$ cat src/rtl/seg_display_pkg.sv
// seg_display_pkg: shared segment constants and the hex-to-cathode decode table.
package seg_display_pkg;

    typedef logic [6:0] seg_n_t;

    localparam seg_n_t SEG_OFF = 7'h7F;

    // Active-low {g,f,e,d,c,b,a} patterns for nibbles 0..F.
    localparam seg_n_t HEX_SEG_N [16] = '{
        7'h40, 7'h79, 7'h24, 7'h30, 7'h19, 7'h12, 7'h02, 7'h78,
        7'h00, 7'h10, 7'h08, 7'h03, 7'h46, 7'h21, 7'h06, 7'h0E
    };

    function automatic seg_n_t hex_to_seg_n(input logic [3:0] nibble);
        return HEX_SEG_N[nibble];
    endfunction

endpackage

$ cat src/rtl/seg_hex_decoder.sv
// seg_hex_decoder: combinational nibble to active-low seven-segment pattern.
module seg_hex_decoder
    import seg_display_pkg::*;
(
    input  logic [3:0] i_nib,
    output logic [6:0] o_seg_n
);

    assign o_seg_n = hex_to_seg_n(i_nib);

endmodule

$ cat src/rtl/seg_display_scan.sv
// seg_display_scan: time-multiplexed hex display scanner with frame-boundary loading,
// decimal points, leading-zero blanking, blink and PWM brightness.
module seg_display_scan
    import seg_display_pkg::*;
#(
    parameter int N_DIGITS = 4,
    parameter int DIV_W    = 18,
    parameter int BLINK_W  = 25,
    parameter int BRIGHT_W = 3
) (
    input  logic                  i_clk,
    input  logic                  i_rst_n,
    input  logic                  i_load,
    input  logic [4*N_DIGITS-1:0] i_number,
    input  logic [N_DIGITS-1:0]   i_dp_mask,
    input  logic [N_DIGITS-1:0]   i_blink_mask,
    input  logic                  i_blank_lz,
    input  logic [BRIGHT_W-1:0]   i_brightness,
    output logic [N_DIGITS-1:0]   o_anode_n,
    output logic [6:0]            o_seg_n,
    output logic                  o_dp_n,
    output logic                  o_pending,
    output logic                  o_frame_done
);

    localparam int IDX_W = (N_DIGITS > 1) ? $clog2(N_DIGITS) : 1;
    localparam logic [IDX_W-1:0] LAST_IDX = IDX_W'(N_DIGITS - 1);

    logic [DIV_W-1:0]      r_div_cnt;
    logic [BLINK_W-1:0]    r_blink_cnt;
    logic [IDX_W-1:0]      r_idx;
    logic [4*N_DIGITS-1:0] r_act_num, r_pend_num;
    logic [N_DIGITS-1:0]   r_act_dp, r_pend_dp, r_act_blink, r_pend_blink;
    logic                  r_pending, r_frame_done;
    logic [N_DIGITS-1:0]   r_anode_n;
    logic [6:0]            r_seg_n;
    logic                  r_dp_n;

    logic                  w_wrap, w_boundary;
    logic [IDX_W-1:0]      w_sel;
    logic [3:0]            w_nib;
    logic [6:0]            w_seg_n;
    logic [N_DIGITS-1:0]   w_lead_zero;
    logic                  w_lz, w_blink_off, w_pwm_on, w_on;

    assign w_wrap     = &r_div_cnt;
    assign w_boundary = w_wrap && (r_idx == LAST_IDX);
    // Digit 0 sits in the most significant nibble/bit, so index maps to bit position LAST_IDX-index.
    assign w_sel      = LAST_IDX - r_idx;
    assign w_nib      = 4'(r_act_num >> {w_sel, 2'b00});

    always_comb begin : lz_chain
        logic zero;
        zero = 1'b1;
        w_lead_zero = '0;
        for (int i = 0; i < N_DIGITS; i++) begin
            zero = zero && (r_act_num[4*(N_DIGITS-1-i) +: 4] == 4'h0);
            w_lead_zero[i] = zero;
        end
    end

    assign w_lz        = i_blank_lz && (r_idx != LAST_IDX) && w_lead_zero[r_idx];
    assign w_blink_off = r_blink_cnt[BLINK_W-1] && r_act_blink[w_sel];
    assign w_pwm_on    = r_div_cnt[DIV_W-1 -: BRIGHT_W] <= i_brightness;
    assign w_on        = !w_lz && !w_blink_off && w_pwm_on;

    seg_hex_decoder u_dec (
        .i_nib   (w_nib),
        .o_seg_n (w_seg_n)
    );

    always_ff @(posedge i_clk or negedge i_rst_n) begin
        if (!i_rst_n) begin
            r_div_cnt    <= '0;
            r_blink_cnt  <= '0;
            r_idx        <= '0;
            r_frame_done <= 1'b0;
        end else begin
            r_div_cnt    <= r_div_cnt + 1'b1;
            r_blink_cnt  <= r_blink_cnt + 1'b1;
            r_frame_done <= w_boundary;
            if (w_wrap)
                r_idx <= (r_idx == LAST_IDX) ? '0 : r_idx + 1'b1;
        end
    end

    // A load landing on the boundary goes straight to active; otherwise it waits for the next boundary.
    always_ff @(posedge i_clk or negedge i_rst_n) begin
        if (!i_rst_n) begin
            r_act_num    <= '0;
            r_act_dp     <= '0;
            r_act_blink  <= '0;
            r_pend_num   <= '0;
            r_pend_dp    <= '0;
            r_pend_blink <= '0;
            r_pending    <= 1'b0;
        end else if (i_load && w_boundary) begin
            r_act_num    <= i_number;
            r_act_dp     <= i_dp_mask;
            r_act_blink  <= i_blink_mask;
            r_pending    <= 1'b0;
        end else if (w_boundary && r_pending) begin
            r_act_num    <= r_pend_num;
            r_act_dp     <= r_pend_dp;
            r_act_blink  <= r_pend_blink;
            r_pending    <= 1'b0;
        end else if (i_load) begin
            r_pend_num   <= i_number;
            r_pend_dp    <= i_dp_mask;
            r_pend_blink <= i_blink_mask;
            r_pending    <= 1'b1;
        end
    end

    always_ff @(posedge i_clk or negedge i_rst_n) begin
        if (!i_rst_n) begin
            r_anode_n <= '1;
            r_seg_n   <= SEG_OFF;
            r_dp_n    <= 1'b1;
        end else begin
            r_anode_n <= w_on ? ~(N_DIGITS'(1) << w_sel) : '1;
            r_seg_n   <= w_on ? w_seg_n : SEG_OFF;
            r_dp_n    <= w_on ? ~r_act_dp[w_sel] : 1'b1;
        end
    end

    assign o_anode_n    = r_anode_n;
    assign o_seg_n      = r_seg_n;
    assign o_dp_n       = r_dp_n;
    assign o_pending    = r_pending;
    assign o_frame_done = r_frame_done;

endmodule

$ cat config.mk
export PLATFORM = sky130hd
export DESIGN_NAME = seg_display_scan
export DESIGN_NICKNAME = d
export VERILOG_FILES = /design/src/rtl/seg_display_pkg.sv /design/src/rtl/seg_hex_decoder.sv /design/src/rtl/seg_display_scan.sv
export SDC_FILE = /design/constraint.sdc
export NUM_CORES = 1
export LEC_CHECK = 0
export ABC_AREA = 0
export CORE_UTILIZATION = 62
export CTS_CLUSTER_DIAMETER = 30
export CTS_CLUSTER_SIZE = 14
export DETAILED_ROUTE_END_ITERATION = 10
export PLACE_DENSITY = 0.85
export RECOVER_POWER = 100
export SYNTH_ARGS = -nofsm -noshare
export SYNTH_HDL_FRONTEND = slang
export SYNTH_SLANG_ARGS = --single-unit
$ cat constraint.sdc
create_clock -name i_clk -period 5.07 [get_ports i_clk]
set_clock_uncertainty 0.1 [all_clocks]
set_input_delay 1.521 -clock i_clk [delete_from_list [all_inputs] [get_ports i_clk]]
set_output_delay 1.521 -clock i_clk [all_outputs]
set_load 0.1 [all_outputs]
==> key figures <==
Cells and area
  – Area of the multi-input gates: 2200 µm²
  – Layout cells sized above 1: under 10%
  – Fillers: 596
  – Sequential Area: 2690 µm²
  – Final net count: 547
  – Most common cell after layout, fill and taps aside: dfrtp_1
  – N_diodes: 0
  – Finished Layout Cells: 611
  – Area grow syn2layout: 12.2%
  – Final core occ: 71.3%
  – Post-route design area: between 5000 and 6000 µm²
  – Commonest non-fill, non-tap cells in the layout: dfrtp_1 (95), nand3_1 (42), inv_1 (41)

Routing
  – First-pass DRT Iterations: 5
  – Vias per Instance: between 5 and 6
  – ANT nets after route: 0
  – DRC viols: 0
  – Vias: around 3.6k
  – Routed wire length: 9890 µm
  – Average wire per standard cell: roughly 16 µm
  – DR iter-0 viols: 207

Setup path
  – Crit Path Class: reg2out
  – Worst Path Max Fanout: 30
  – Slowest CP cell: dfrtp_1
  – Worst Path Arrival: between 2 and 2.5 ns
  – Kind of end point of the critical path: primary output
  – Cell family with most CP delay: flip-flops
  – Highest cell delay on the worst timing path: just over 1 ns
  – Required @ worst endpoint: between 3 and 4 ns
  – Worst setup SP type: flip-flop
  – Buf/Inv on CP: 1
  – Worst-path cell chain: clkbuf_1

Synthesis
  – Netlist cell types: between 40 and 50
  – Yosys reg bits: between 100 and 150
  – YS warnings: 0
  – Register area share after synthesis: roughly half
  – Number of synthesized flops with an enable pin: 0
  – Net Count, Synth: just over 500
  – Mean Syn Cell Area: around 11 µm²
  – Syn Inst Count: around 460
  – Main synth FF type: dfrtp_1
  – FFs w/ async S/R, synth: between 90% and 100%
  – Mapped Area: a little over 5000 µm²

CTS
  – Clk buf depth: 2
  – Clk slew on worst S/H paths: about 0.090 ns
  – Clock Latency Late Sink: 0.36 ns
  – Clock root cell: clkbuf_8
  – CTS Sinks: between 100 and 150
  – Hold buffer count at cts: 0
  – Total CTS buffers: 9
  – H-tree depth: 3
  – CTS tree: yes
  – Post-CTS Resized: 0
  – Setup Fix Bufs, Post-CTS: 0

Floorplanning
  – Die area: slightly below 9000 µm²
  – Die W: between 90 and 100 µm
  – DIE HEIGHT: slightly above 90 µm
  – Core ar.: 8180 µm²
  – Io pins: 45
  – Core Rows: 33
  – Initial Util: between 60% and 70%

Timing
  – Endpoints failing setup: 0
  – Final setup TNS: 0 ns
  – Max-slew headroom: 8.63%
  – WHS: 0.372 ns
  – Endpoints failing hold: 0
  – Final period util: about four fifths
  – Worst slew pin tran: 1.37 ns
  – Fmax: between 200 and 300 MHz
  – RSZ-0062 raised after global routing: no
  – Final WS setup: about 1.1 ns
  – Period minus WS final: a little under 4 ns
  – Fin. max-slew vios: 0

Power and ir drop
  – Pwr per Cell Area: ~280 nW/µm²
  – Pleak: about 2.5 nW
  – Worst ir drop on vdd: around 150 µV
  – Design Power: about 1.6 mW

GRT
  – Antenna violations before repair: 0
  – Total grt overflow: 0
  – GRT Util Overall: roughly 25%
  – Vias in the first global route: 3689
  – Global-route wire length before repair: ~17000 µm
  – Largest net degree at the start of global routing: 64

Job
  – Maxcap violations: 0

Placed design
  – Placement Setup Slack: between 1 and 1.5 ns
  – Placed cells: 595
  – Port Buffers: 44
  – Routability cong.: 0.916
  – Post-DP Area: roughly 5700 µm²
  – Final HPWL DP: ~7000 µm

Min path
  – Hold Crit Class: reg2reg

Run status
  – Status: finished clean
cell usage after synthesis, types with 2 or more instances:
library cell   n  area, µm²
a211oi_1       4       30.0
a21oi_1        6       30.0
a2bb2oi_1     21        184
and3_1         6       37.5
and4_1         5       43.8
buf_2          9       45.0
buf_6          3       33.8
clkbuf_1       9       33.8
dfrtp_1       95       2380
dfstp_2       12        315
ha_1          15        188
inv_1         41        154
mux2_1        26        293
mux4_2         7        158
nand2_1       21       78.8
nand3_1       42        210
nand3b_1       4       30.0
nand4_1       15       93.8
nor2_1        13       48.8
nor2b_1        4       25.0
nor3_1         8       40.0
nor4_1         8       50.1
nor4_2         2       25.0
o2111ai_1      3       26.3
o21ai_0       21        105
o21ai_1        3       15.0
o32ai_1        3       26.3
or3_1          2       12.5
xnor2_1       27        236
xor2_1        12        105
per-layer routing:
metal,up-vias,part of all wire (%),GRT usage [%]
li1,1717,-,-
met1,1789,42,31.6
met2,101,50,43.3
met3,23,5.2,5.45
met4,0,2.2,8.46
met5,-,0,0
final cells by class:
class | instances | share of cell area (%)
flip-flops and latches | 107 | 46.2
inverters | 42 | 2.70
clock inverters | 4 | 0.859
multi-input cells | 292 | 37.7
well taps | 105 | 2.25
repair buffers | 49 | 7.79
clock buffers | 12 | 2.49
cells by family after synthesis:
logic type / Yosys count / share of synthesized area (%)
simple gates: 135 / 14.4
flops: 107 / 51.8
compound gates: 69 / 9.35
buf+inv: 64 / 5.28
xor+xnor: 39 / 6.58
mux: 34 / 8.96
fa+ha+maj: 15 / 3.61
power by group:
group / total, mW / switching, mW / internal (mW)
Sequential: 0.916 / 0.0209 / 0.895
Clock: 0.510 / 0.269 / 0.242
Combinational: 0.201 / 0.126 / 0.0751
path summary, 6_finish.rpt:
kind | startpoint | to | slack (ns) | cells past startpoint
worst min register to register | r_blink_cnt[23]$_DFF_PN0_ | r_blink_cnt[23]$_DFF_PN0_ | 0.37 | 1
worst max-delay path | o_pending$_DFFE_PN0P_ | o_pending | 1.11 | 1
max in group asynchronous | i_rst_n | r_act_blink[1]$_DFFE_PN0N_ | 2.02 | 2
worst min-delay path | r_blink_cnt[23]$_DFF_PN0_ | r_blink_cnt[23]$_DFF_PN0_ | 0.37 | 1
worst max register to register | r_idx[0]$_DFFE_PN0N_ | r_pend_num[10]$_DFFE_PN0P_ | 1.74 | 5
min in group asynchronous | i_rst_n | r_act_num[15]$_DFFE_PN0N_ | 1.13 | 1
sequential cells by signal, indices dropped and copies added, names as in the netlist, 2 cells and up:
signal,count
r_blink_cnt,25
r_div_cnt,18
r_act_num,16
r_pend_num,16
o_seg_n,7
o_anode_n,4
r_act_blink,4
r_act_dp,4
r_pend_blink,4
r_pend_dp,4
r_idx,2
No activity file was read; power rests on OpenSTA's default activity.
